[src/rtl/mux16_pkg.sv]
// Shared constants and types for the registered 16:1 lane multiplexer.
package mux16_pkg;

    localparam int N_IN           = 16;
    localparam int SEL_W          = 4;
    localparam int N_CELL         = 4;
    localparam int LANES_PER_CELL = N_IN / N_CELL;

    typedef logic [SEL_W-1:0] sel_t;

endpackage : mux16_pkg

[src/rtl/mux_4to1.sv]
// Combinational DW-wide 4:1 multiplexer cell; lane k occupies in[k*DW +: DW].
module mux_4to1 #(
    parameter int DW = 1
) (
    input  logic [4*DW-1:0] in,
    input  logic [1:0]      sel,
    output logic [DW-1:0]   out
);

    // Only the addressed lane reaches the output, so X/Z on the others is isolated.
    always_comb begin
        out = '0;
        case (sel)
            2'd0: out = in[0*DW +: DW];
            2'd1: out = in[1*DW +: DW];
            2'd2: out = in[2*DW +: DW];
            2'd3: out = in[3*DW +: DW];
            default: out = '0;
        endcase
    end

endmodule : mux_4to1

[src/rtl/mux_16to1.sv]
// Registered 16:1 multiplexer built from five 4:1 cells (four first-level, one second-level).
// Optional MUX16_PIPE_EN inserts a register stage between the two levels (latency 2 instead of 1).
module mux_16to1
    import mux16_pkg::*;
#(
    parameter int DW = 1
) (
    input  logic               clk,
    input  logic               rst,
    input  logic [N_IN*DW-1:0] in,
    input  sel_t               sel,
    input  logic               in_valid,
    output logic [DW-1:0]      out,
    output logic               out_valid
);

    logic [N_CELL*DW-1:0] cell_out;
    logic [N_CELL*DW-1:0] stage_cells;
    logic [1:0]           stage_sel_hi;
    logic                 stage_valid;
    logic [DW-1:0]        result;

    for (genvar j = 0; j < N_CELL; j++) begin : g_cell
        mux_4to1 #(.DW(DW)) u_cell (
            .in  (in[j*LANES_PER_CELL*DW +: LANES_PER_CELL*DW]),
            .sel (sel[1:0]),
            .out (cell_out[j*DW +: DW])
        );
    end

`ifdef MUX16_PIPE_EN
    logic [N_CELL*DW-1:0] cell_q;
    logic [1:0]           sel_hi_q;
    logic                 valid_q;

    // NOTE: sequential state uses non-blocking assignments so every register
    // samples the pre-edge value of its inputs, whatever the statement order.
    always_ff @(posedge clk or posedge rst) begin
        if (rst) begin
            cell_q   <= '0;
            sel_hi_q <= '0;
            valid_q  <= 1'b0;
        end else begin
            cell_q   <= cell_out;
            sel_hi_q <= sel[3:2];
            valid_q  <= in_valid;
        end
    end

    assign stage_cells  = cell_q;
    assign stage_sel_hi = sel_hi_q;
    assign stage_valid  = valid_q;
`else
    assign stage_cells  = cell_out;
    assign stage_sel_hi = sel[3:2];
    assign stage_valid  = in_valid;
`endif

    mux_4to1 #(.DW(DW)) u_final (
        .in  (stage_cells),
        .sel (stage_sel_hi),
        .out (result)
    );

    // out only loads on a valid stage, so it holds its last result across idle cycles.
    always_ff @(posedge clk or posedge rst) begin
        if (rst) begin
            out       <= '0;
            out_valid <= 1'b0;
        end else begin
            out_valid <= stage_valid;
            if (stage_valid) begin
                out <= result;
            end
        end
    end

endmodule : mux_16to1

[config.mk]
export PLATFORM = sky130hd
export DESIGN_NAME = mux_16to1
export DESIGN_NICKNAME = d
export VERILOG_FILES = /design/src/rtl/mux16_pkg.sv /design/src/rtl/mux_4to1.sv /design/src/rtl/mux_16to1.sv
export SDC_FILE = /design/constraint.sdc
export NUM_CORES = 1
export LEC_CHECK = 0
export ABC_AREA = 1
export ABC_CLOCK_PERIOD_IN_PS = 1400
export BUFFER_PORTS_ARGS = -buffer_cell sky130_fd_sc_hd__buf_2
export CAP_MARGIN = 5
export CORE_AREA = 2 2 39 41
export CTS_CLUSTER_SIZE = 8
export DETAILED_ROUTE_END_ITERATION = 8
export DIE_AREA = 0 0 41 43
export PLACE_DENSITY = 0.64
export SLEW_MARGIN = 20
export SYNTH_ARGS = -nofsm -noshare
export SYNTH_HDL_FRONTEND = slang
export SYNTH_HIERARCHICAL = 1
export SYNTH_SLANG_ARGS = --single-unit
[constraint.sdc]
create_clock -name clk -period 1.4 [get_ports clk]
set_input_delay 0.28 -clock clk [delete_from_list [all_inputs] [get_ports clk]]
set_output_delay 0.28 -clock clk [all_outputs]
set_load 0.01 [all_outputs]
After elaboration in Yosys (flattened, before gate mapping)
Cells that the tools add are included.

operators by class
  shift operators = 0
  magnitude comparators = 0
  bitwise operators = 0
  $add $sub $neg = 0
  div/mod/pow operators = 0
  equal/unequal tests = 6
  muxes and demuxes = 5
  multipliers = 0
  reductions and logical operators = 2

operator list
  cell                                                                   count
  1-bit one-hot mux with 4 select lines                                  5
  2-bit equality test, second input constant                             4
  2-bit by 1-bit equality test with 1-bit output, second input constant  2
  2-bit logical NOT                                                      2

word-level totals
  bits in registers = 2
  RAM bits = 0
  latch bits = 0
  memories = 0
  memory bits (read-only) = 0
  word-level logic and storage cells = 15

Logic depth before layout (Yosys ltp)
  depth after elaboration = 3
  depth in mapped cells = 10

Cells and area by module
The synthesis kept the hierarchy.

by module, submodules not included
  module     area an instance (sq um)  sequential area each (sq um)  cells an instance  times used
  mux_4to1   51.3                      0.0                           13                 5
  mux_16to1  68.8                      50.0                          7                  1

Worst setup path before layout
OpenSTA, ideal clock, no wires.

  kind = in2reg
  start = in sel[0]
  end = reg out
  data arrival time = 0.740 ns
  slack = 0.544 ns
  stages = 10
  cell sequence = inv_1 nand2_1 nand3_1 nand2_1 inv_2 nand2_1 nand3_1 nand2_1 nand2_1 nand2_1

on the way
  word-level cells in the longest chain between the ends = 3
  elaborated cells on any way between the ends = 9

RTL lines
  element                                      line             RTL
  start: declaration                           mux_16to1.sv:11  input sel_t sel,
  2-bit equality test (tied with other cells)  mux_4to1.sv:13   case (sel)
  1-bit one-hot mux with 4 select lines *      mux_4to1.sv:13
  via cell_out[0]                              mux_16to1.sv:17  logic [N_CELL*DW-1:0] cell_out;
  1-bit one-hot mux with 4 select lines *      mux_4to1.sv:13
  via result                                   mux_16to1.sv:21  logic [DW-1:0] result;
  end signal: assignment                       mux_16to1.sv:73  out <= result;
  end: declaration                             mux_16to1.sv:13  output logic [DW-1:0] out,

Mark *: on every way through the listed nets, which the timed path passes. The rest lies on a longest branch.
A chain may end at the register's enable or synchronous reset.

Worst setup path in the final report
  start = reg out
  end = out out

No word-level cell between the ends.

==> results.md <==
- Outcome: finished clean
- Vias in the first global route: 360
- Seq pwr share: 21.8%
- Die area: 1760 um2
- Syn_nets: 95
- Final WL: ~760 um
- Final setup vio count: 0
- Critical R2R Capture: out
- Int Pwr: about 0.21 mW
- RSZ-0062 raised after global routing: no
- Total track usage: 10.3%
- Power Total: ~0.30 mW
- Clock Skew: 0 ns
- Max Transition Viols Final: 0
- Post-synthesis sequential area ratio: roughly 15%
- R2R depth: 2
- Post-Syn Instances: 72
- Std cell rows: 14
- Chip width: ~40 um
- Slew margin rel.: slightly below 90%
- Worst path top cell family by delay: flip-flops
- Setup slack after layout: between 0.3 and 0.4 ns
- Max Clock Freq: approximately 990 MHz
- Final core utilization: 36.0%
- Clock-pin slew on the worst setup and hold paths: roughly 0.030 ns
- Ant. Diodes: 0
- Max Root-Sink Buffers: 2
- Post-DP Area: 465 um2
- Final period util: around 72%
- Share of layout cells above drive strength 1: a little under two fifths
- NetSw: 0.0925 mW
- DP Worst Slack: roughly 0.24 ns
- Min-Delay Path Depth: 1
- DR WL/cell: 6.59 um
- Die H: ~43 um
- Initial Util: about a quarter
- Clk sink count: 2
- Setup crit end kind: output pin
- CP max FO: 2
- Htree depth: 1
- Hold Crit Class: in -> reg
- First-pass GRT wire length: between 1000 and 1500 um
- # IOs: 25
- Critical Path Max Stage Delay: around 0.37 ns
- TritonCTS Buffers: 3
- Clk pwr share: around 42%
- TNS Setup: 0 ns
- Area grow syn2layout: 53.1%
- Share of the synthesized area in the top cell type: between 30% and 40%
- CP Buf/Inv Count: 1
- Clock root cell: clkbuf_4
- Vias/cell: approximately 3.8
- Core area: around 1400 um2
- Reg2reg setup slack: slightly above 0.8 ns
- Finished Cell Area: ~500 um2
- Port Buffers: 24
- Post-route ant nets: 0
- Post CTS Setup Buffer Count: 0
- Largest area contributor in the netlist: nand2_1
- Yosys reg bits: 2
- Syn. warnings: 6
- DRC Markers: 0
- Worst-Margin Slew: roughly 0.19 ns
- Max-cap viol count: 0
- Max IR drop VDD: between 100 and 150 uV
- Antenna violations before repair: 0
- Hpwl dp: about 630 um
- CTS tree: built
- Worst Path Class, Setup: reg -> out
- Initial DRT Pass Iterations: 4
- Initial DRC count: 8
- Yosys cell types: 6
- CP cell instances: buf_2
- Final hold viol count: 0
- Minimum clock period: 1.01 ns
- Static leakage: around 0.37 nW
- GRT overflow: 0
- Clock latency at the later pin of the worst-skew pair: between 0.2 and 0.25 ns
- Hold worst-path end: out_valid
- Hold_sp: in_valid
- CP startpoint kind: flop
- Slowest CP cell: dfrtp_1
- Switching share of power: between 30% and 40%
- Nets: between 100 and 150
- Top area cells in the synthesized netlist: nand2_1, inv_1, dfrtp_1
- Post-Syn Area: 325 um2
- FF-to-FF Start: out
- PD cells: 609 nW/um2
- Vias: around 440
- Comb power frac: roughly 36%
- Final Wtd Congestion: ~0.71
- WP data required: between 1 and 1.5 ns
- Largest net degree at the start of global routing: 13
- Worst EP arrival: 0.73 ns
- Mapped Avg Cell Area: between 4 and 5 um2
==> cell type report <==
type / instances / area [um2]
clock buffers: 3 / 22.5
fillers: 177 / 886
inverters: 32 / 120
multi-input cells: 38 / 155
flip-flops and latches: 2 / 50.0
well taps: 16 / 20.0
repair buffers: 25 / 130
==> placed cells by master, fill, tap and decap left out <==
cell type      Yosys  layout
clkinv_1           5       5
inv_1             17      17
dfrtp_1            2       2
nand3_1           10      10
clkbuf_4           0       3
inv_2             10      10
dlygate4sd3_1      0       1
nand2_1           28      28
buf_2              0      24
==> synth_stat cells <==
library cell	number
nand2_1	28
inv_1	17
inv_2	10
nand3_1	10
clkinv_1	5
dfrtp_1	2
==> metrics by stage <==
| step | instances | hold WS [ns] |
|---|---|---|
| after floorplan | 72 | 0.0212 |
| after global placement | 112 | 0.128 |
| after detailed placement | 112 | 0.133 |
| after CTS | 116 | 0.196 |
| after global routing | 116 | 0.204 |
| final | 116 | 0.202 |
==> state kept, by name (all words and copies together), names as in the netlist <==
signal     flops
out            1
out_valid      1
==> power by group through the flow <==
stage / logic, mW / registers (mW) / clock network, mW
3_5_place_dp: 0.108 / 0.0665 / 0
4_1_cts: 0.111 / 0.0660 / 0.132
3_3_place_gp: 0.106 / 0.0661 / 0
6_report: 0.109 / 0.0660 / 0.128
2_1_floorplan: 0.0545 / 0.0692 / 0
5_1_grt: 0.128 / 0.0667 / 0.136
==> worst max path at each step <==
stage	from	endpoint	slack (ns)	cells past startpoint
floorplan	sel[0]	out	0.54	10
global placement	sel[0]	out	0.28	11
detailed placement	sel[0]	out	0.24	11
CTS	out	out	0.39	1
global route	sel[0]	out	0.34	11
finish	out	out	0.39	1
==> cell families (layout without fill, tap and decap cells) <==
group,Yosys count,after routing,share of synthesized area [%]
AND/OR/NAND/NOR,38,38,47.7
buffers and inverters,32,60,36.9
flip-flops,2,2,15.4
==> layer usage <==
metal	GRT usage, %	vias to the layer above	share of wire [%]
met5	0	-	0
met4	8.00	0	0
met3	0	0	7.3
met2	17.5	11	52
met1	11.1	174	41
li1	-	252	-
==> timing repair <==
action / in CTS / in global routing
hold buffers: 1 / 0
gates resized for setup: 0 / 0
hold endpoints to repair: 2 / 0
Note: power is estimated with default switching activity, not from simulation.
